===== src/rtl/rf_pkg.sv =====
// Shared constants and packed-bus slicing helper for the multi-port register file.
package rf_pkg;

  localparam int RF_DATA_W = 16;
  localparam int RF_ADDR_W = 3;
  localparam int MAX_RD    = 4;
  localparam int MAX_WR    = 2;

  // LSB position of lane `port` in a packed bus whose lanes are `lane_w` bits wide.
  function automatic int rf_sel(input int lane_w, input int port);
    return lane_w * port;
  endfunction

endpackage


===== src/rtl/rf_read_port.sv =====
// One registered read port: write-bypass/priority mux feeding an enabled output flop.
// Latency 1 cycle; rd_en low holds rd_data (stall). Build option: RF_ZERO_REG_EN.
module rf_read_port
  import rf_pkg::*;
#(
  parameter int DATA_W = RF_DATA_W,
  parameter int ADDR_W = RF_ADDR_W,
  parameter int NUM_WR = 2,
  parameter int BYPASS = 1
) (
  input  logic                               clk,
  input  logic                               rst,
  input  logic                               rd_en,
  input  logic [ADDR_W-1:0]                  rd_addr,
  input  logic [(2**ADDR_W)-1:0][DATA_W-1:0] mem,
  input  logic [NUM_WR-1:0]                  wr_en,
  input  logic [NUM_WR*ADDR_W-1:0]           wr_addr,
  input  logic [NUM_WR*DATA_W-1:0]           wr_data,
  output logic [DATA_W-1:0]                  rd_data
);

  logic              fwd_hit;
  logic [DATA_W-1:0] fwd_val;
  logic [DATA_W-1:0] rd_next;

  // Later write ports override earlier ones, so port 1 wins a collision.
  always_comb begin
    fwd_hit = 1'b0;
    fwd_val = '0;
    for (int w = 0; w < NUM_WR; w++) begin
      if (wr_en[w] && (wr_addr[rf_sel(ADDR_W, w) +: ADDR_W] == rd_addr)) begin
        fwd_hit = 1'b1;
        fwd_val = wr_data[rf_sel(DATA_W, w) +: DATA_W];
      end
    end
  end

  always_comb begin
    rd_next = ((BYPASS != 0) && fwd_hit) ? fwd_val : mem[rd_addr];
`ifdef RF_ZERO_REG_EN
    if (rd_addr == '0) begin
      rd_next = '0;
    end
`endif
  end

  always_ff @(posedge clk or posedge rst) begin
    if (rst) begin
      rd_data <= '0;
    end else if (rd_en) begin
      rd_data <= rd_next;
    end
  end

endmodule


===== src/rtl/regfile_mp.sv =====
// Multi-port register file: NUM_WR write ports, NUM_RD registered read ports, port 1 wins collisions.
// Latency 1 cycle, no backpressure; RF_ZERO_REG_EN hardwires register 0 to zero.
module regfile_mp
  import rf_pkg::*;
#(
  parameter int DATA_W = RF_DATA_W,
  parameter int ADDR_W = RF_ADDR_W,
  parameter int NUM_RD = 2,
  parameter int NUM_WR = 2,
  parameter int BYPASS = 1
) (
  input  logic                     clk,
  input  logic                     rst,
  input  logic [NUM_RD-1:0]        rd_en,
  input  logic [NUM_RD*ADDR_W-1:0] rd_addr,
  output logic [NUM_RD*DATA_W-1:0] rd_data,
  input  logic [NUM_WR-1:0]        wr_en,
  input  logic [NUM_WR*ADDR_W-1:0] wr_addr,
  input  logic [NUM_WR*DATA_W-1:0] wr_data,
  output logic                     wr_conflict
);

  localparam int DEPTH = 2 ** ADDR_W;

  logic [DEPTH-1:0][DATA_W-1:0] mem;
  logic [NUM_WR-1:0]            wr_act;
  logic                         conflict_next;

  // Effective write enables; writes to a hardwired zero register are dropped here
  // so they neither store, forward nor count as collisions.
  always_comb begin
    wr_act = wr_en;
`ifdef RF_ZERO_REG_EN
    for (int w = 0; w < NUM_WR; w++) begin
      if (wr_addr[rf_sel(ADDR_W, w) +: ADDR_W] == '0) begin
        wr_act[w] = 1'b0;
      end
    end
`endif
  end

  generate
    if (NUM_WR == 2) begin : g_conflict
      assign conflict_next = wr_act[0] & wr_act[1] &
                             (wr_addr[0 +: ADDR_W] == wr_addr[ADDR_W +: ADDR_W]);
    end else begin : g_no_conflict
      assign conflict_next = 1'b0;
    end
  endgenerate

  // Ascending port order makes the last non-blocking write (port 1) the one that sticks.
  always_ff @(posedge clk or posedge rst) begin
    if (rst) begin
      mem <= '0;
    end else begin
      for (int w = 0; w < NUM_WR; w++) begin
        if (wr_act[w]) begin
          mem[wr_addr[rf_sel(ADDR_W, w) +: ADDR_W]] <= wr_data[rf_sel(DATA_W, w) +: DATA_W];
        end
      end
    end
  end

  always_ff @(posedge clk or posedge rst) begin
    if (rst) begin
      wr_conflict <= 1'b0;
    end else begin
      wr_conflict <= conflict_next;
    end
  end

  generate
    for (genvar p = 0; p < NUM_RD; p++) begin : g_rd
      rf_read_port #(
        .DATA_W (DATA_W),
        .ADDR_W (ADDR_W),
        .NUM_WR (NUM_WR),
        .BYPASS (BYPASS)
      ) u_rd (
        .clk     (clk),
        .rst     (rst),
        .rd_en   (rd_en[p]),
        .rd_addr (rd_addr[rf_sel(ADDR_W, p) +: ADDR_W]),
        .mem     (mem),
        .wr_en   (wr_act),
        .wr_addr (wr_addr),
        .wr_data (wr_data),
        .rd_data (rd_data[rf_sel(DATA_W, p) +: DATA_W])
      );
    end
  endgenerate

endmodule


===== config.mk =====
export PLATFORM = sky130hd
export DESIGN_NAME = regfile_mp
export DESIGN_NICKNAME = d
export VERILOG_FILES = /design/src/rtl/rf_pkg.sv /design/src/rtl/rf_read_port.sv /design/src/rtl/regfile_mp.sv
export SDC_FILE = /design/constraint.sdc
export NUM_CORES = 1
export LEC_CHECK = 0
export CORE_UTILIZATION = 64
export CTS_CLUSTER_SIZE = 40
export DETAILED_ROUTE_END_ITERATION = 10
export PLACE_DENSITY = 0.91
export SYNTH_ARGS = -nofsm -noshare
export SYNTH_HDL_FRONTEND = slang
export SYNTH_SLANG_ARGS = --single-unit

===== constraint.sdc =====
create_clock -name clk -period 7.2 [get_ports clk]
set_input_delay 0.72 -clock clk [delete_from_list [all_inputs] [get_ports clk]]
set_output_delay 0.72 -clock clk [all_outputs]
set_load 0.01 [all_outputs]

* Word level (Yosys, flattened, before mapping) *
Index checks and enable logic that the tools add are counted.

operators by class
  $lt $le $gt $ge = 6
  equality and inequality tests = 5
  mux-type cells = 22
  bitwise logic cells = 2
  reductions and logical operators = 6

operators with widths
  cell                number
  $bwmux 128          2
  $mux 128            2
  $mux 16             10
  $bmux 16 s3         2
  $demux 16 s3        2
  $lt 3x4->1 const B  4
  $eq 3x3->1          5
  $ge 3x1->1 const B  2
  $logic_and 1x1->1   6
  $mux 1              4
  $and 1x1->1         2

word-level totals
  register bits = 161
  bits of input ports = 50
  output and inout port bits = 33
  word-level logic and storage cells = 52

* Longest topological paths before layout *
  depth in word-level cells = 8
  gate-level depth with buffers = 8
  mapped depth without buffers = 4

* Hierarchy *
A second synthesis with hierarchy kept.

second synthesis, totals
  cell total of the unflattened synthesis = 1176
  area total of the unflattened synthesis = 10934.2 µm²

by module, submodules not included
  module        times used  cells an instance  area an instance (µm²)  seq. area each (µm²)
  regfile_mp    1           614                6477.5                  3228.1
  rf_read_port  2           281                2228.4                  400.4

* Worst setup path after synthesis *
Ideal clock, no wire load.

  path kind = in2reg
  start = input port wr_addr[5]
  end = register g_rd[1].u_rd.rd_data[0]
  library setup time = 120 ps
  arrival time = 1955 ps
  required time = 7080 ps
  path slack = 5125 ps
  stages = 8
  path buffers = 4
  cells stage by stage = buf_6 xnor2_2 and4_4 buf_6 nor2b_2 buf_4 buf_6 a31o_1

on the way
  word-level cells in the longest chain between the ends = 4
  elaborated cells on any way between the ends = 5
  those cells by class = eq/ne: 1; mux: 3; reduce/logical: 1

ends and longest elaborated chain
  item                               RTL line            RTL
  from (decl)                        regfile_mp.sv:18    input logic [NUM_WR*ADDR_W-1:0] wr_addr,
  $eq 3x3->1 *                       rf_read_port.sv:31  if (wr_en[w] && (wr_addr[rf_sel(ADDR_W, w) +: ADDR_W] == rd_addr)) begin
  $logic_and 1x1->1 *                rf_read_port.sv:31
  $mux 16 or $mux 1 (tied branches)  rf_read_port.sv:31
  $mux 16 *                          rf_read_port.sv:39  rd_next = ((BYPASS != 0) && fwd_hit) ? fwd_val : mem[rd_addr];
  to (signal assigned)               rf_read_port.sv:51  rd_data <= rd_next;
  to (decl)                          rf_read_port.sv:19  output logic [DATA_W-1:0] rd_data

Mark *: on every way between the ends. The rest lies on a longest branch, timed or not.
A chain may end at the register's enable or synchronous reset.

* Final worst setup path *
  start = input port wr_addr[2]
  end = register g_rd[0].u_rd.rd_data[2]

on the way
  word-level cells in the longest chain between the ends = 5
  elaborated cells on any way between the ends = 7
  those cells by class = eq/ne: 1; mux: 5; reduce/logical: 1

ends and longest elaborated chain
  item                                            RTL line
  $eq 3x3->1 *                                    rf_read_port.sv:31
  $logic_and 1x1->1 *                             rf_read_port.sv:31
  $mux 16 or $mux 1 (tied branches) (2 in a row)  rf_read_port.sv:31
  $mux 16 *                                       rf_read_port.sv:39
  to (signal assigned)                            rf_read_port.sv:51
  to (decl)                                       rf_read_port.sv:19

Marks and branches as above.

==> out/qor.yml <==
drc: 0
root_buffer: "clkbuf_16"
hold_class: "register to register"
cts_htree_levels: 4
synth_seq_cells: 161
fmax_ghz: 0.2903
arrival_ns: 3.82
crit_fanout: 17
slew_headroom_pct: 4.386
cts.sinks: 161
final_cells: 1357
path_class: "input port to register"
dp_slack_ns: 3.396
cp-end-kind: "register"
postCtsSetupRepairBufs: 0
fin_crit_sh_pct: 47.85
numPortBuffers: 82
synth.distinct_cells: 35
rows: 47
hold_depth: 2
yosysSeqAreaShare_pct: 37.20
io_pins: 83
wl_per_cell_um: 25.16
clk_pin_slew_worst_paths_ns: 0.06
syn2layout_area_growth_pct: 12.08
startpoint_type: "input port"
layout-drive-gt1-share_pct: 8.458
grt_max_degree: 87
layout.nets: 1172
worstRegToRegCells: 4
gp_congestion: 0.9227
power_density_nw_per_um2: 262.7
skew_ns: 0.006585
dr.first_iter.drc_count: 1407
gr-total-overflow: 0
numCtsBuffers: 17
postSynthCellCount: 1129
clk_latency_ns: 0.44
core_area_sq_um: 16520
vias: 9758
routed_wl_um: 34140
grt_usage_pct: 40.20
vias_per_cell: 7.191
yosysTopAreaCellShare_pct: 37.20
synth_top_area_cell: "dfrtp_1"
fin_setup_tns_ns: 0
dpl.hpwl_um: 20910
required_ns: 7.57
first_global_vias: 9487
setup_viol: 0
die_y_um: 132.1
synth_nets: 1179
slew_violations: 0
synth_area_sq_um: 10830
hold_viol: 0
p_leak_nw: 5.186
ant_nets: 0
status: "complete, no violations"
worstMarginPinSlew_ns: 1.431
dieArea_sq_um: 17450
ir_drop_v: 0.0002091
nFillCells: 1088
postCtsResizedCells: 0
dpl.cell_count: 1323
die_x_um: 132.1
rsz0062_at_grt: "false"
antenna_found_initial: 2
clock_path_buffers: 2
synthTopCellsByArea: "dfrtp_1, mux2i_1, a21oi_1, nor2_1, o32ai_2"
cts_hold_buf: 0
drv_cap: 0
ys.warnings.count: 0
avgSynthCellArea_sq_um: 9.593
start_util_pct: 65.54
finalCriticalPeriod_ns: 3.445
setup_slack_ns: 3.755
cts_tree: "yes"
firstDrtPassIters: 7
grt_pass1_wl_um: 53160
## metrics by stage
stage          instance area, sq um  hold WS (ns)  utilization (%)  total power [W]
3_5_place_dp                  11460        0.5635            69.35         0.002111
2_1_floorplan                 10830        0.5364                -         0.001819
4_1_cts                       12130        0.5806            73.43         0.003161
5_1_grt                       12130        0.6131            73.43         0.003302
3_3_place_gp                  11460        0.5524            69.35         0.002061
6_report                      12140        0.5844            73.46         0.003189
## worst max-delay path: stages
cell,delay (ns)
clkdlybuf4s50_1,0.87
xnor2_1,0.13
nand4_1,0.73
nor2b_1,1.09
a31o_1,0.27
## area by class of cell
class	count	area, sq um	area share (%)
inverter	3	16.27	0.1340
clock buffer	19	442.9	3.649
clock inverter	13	231.5	1.907
tap	220	275.3	2.268
timing repair buffer	104	980.9	8.081
antenna	2	5.005	0.04123
sequential	161	4029	33.19
multi-input combinational	835	6158	50.73
## report_power, final
group          internal, W  switching, W
Combinational     0.000394      0.000456
Sequential         0.00110      0.000183
Clock             0.000661      0.000391
## metal layers
metal  routed length, um  track usage [%]  vias to the layer above
li1                    -                -                     4144
met1               12930            52.06                     4637
met2               14940            59.11                      798
met3                4635            14.69                      179
met4                1633            20.74                        0
met5                   0                0                        -
## cells by family (layout without fill, tap and decap cells)
logic type,after synthesis,in the layout,share of synthesized area (%)
xor gates and xnor gates,15,15,1.837
other,0,2,0
DFF,161,161,37.20
and+or+nand+nor,212,212,8.953
AOI/OAI and AO/OA,352,352,22.09
muxes,256,256,23.66
buffers and inverters,133,139,6.261
## state kept, by name, summed over array words and instances, names as in the netlist
signal	cells
g_rd.u_rd.rd_data	32
wr_conflict	1
mem	128
## final timing paths
check,from,endpoint,slack (ns)
max,wr_addr[2],g_rd[0].u_rd.rd_data[2],3.76
min,mem[11],mem[11],0.58
max reg2reg,mem[120],g_rd[0].u_rd.rd_data[8],5.92
min reg2reg,mem[11],mem[11],0.58
max in group asynchronous,rst,mem[46],4.88
min in group asynchronous,rst,mem[52],0.81
## synth_stat cells (all sizes together)
master	n
mux2i	256
dfrtp	161
a21oi	128
nor2	98
o21ai	96
clkbuf	81
nand2	66
buf	49
a22o	32
a31o	32
a41oi	32
o32ai	32
and2	18
xnor2	13
nand4b	6
nor2b	6
nor3	5
nand4	4
nor3b	4
inv	3
and4	2
nand2b	2
xor2	2
nand3	1
## cells in the final DEF, fill, tap and decap left out, types with 7 or more instances in the layout
master	netlist	routed
xnor2_1	7	7
o21ai_0	50	50
o32ai_2	20	20
o32ai_1	12	12
a31o_1	32	32
a41oi_1	32	32
nor2_1	98	96
and2_1	18	18
dfrtp_1	161	161
nand2_1	66	66
clkbuf_16	0	17
a22o_1	32	32
a21oi_1	128	128
buf_4	21	24
mux2i_1	256	256
o21ai_1	46	46
clkdlybuf4s50_1	0	80
Power figures use the tool's default switching activity.
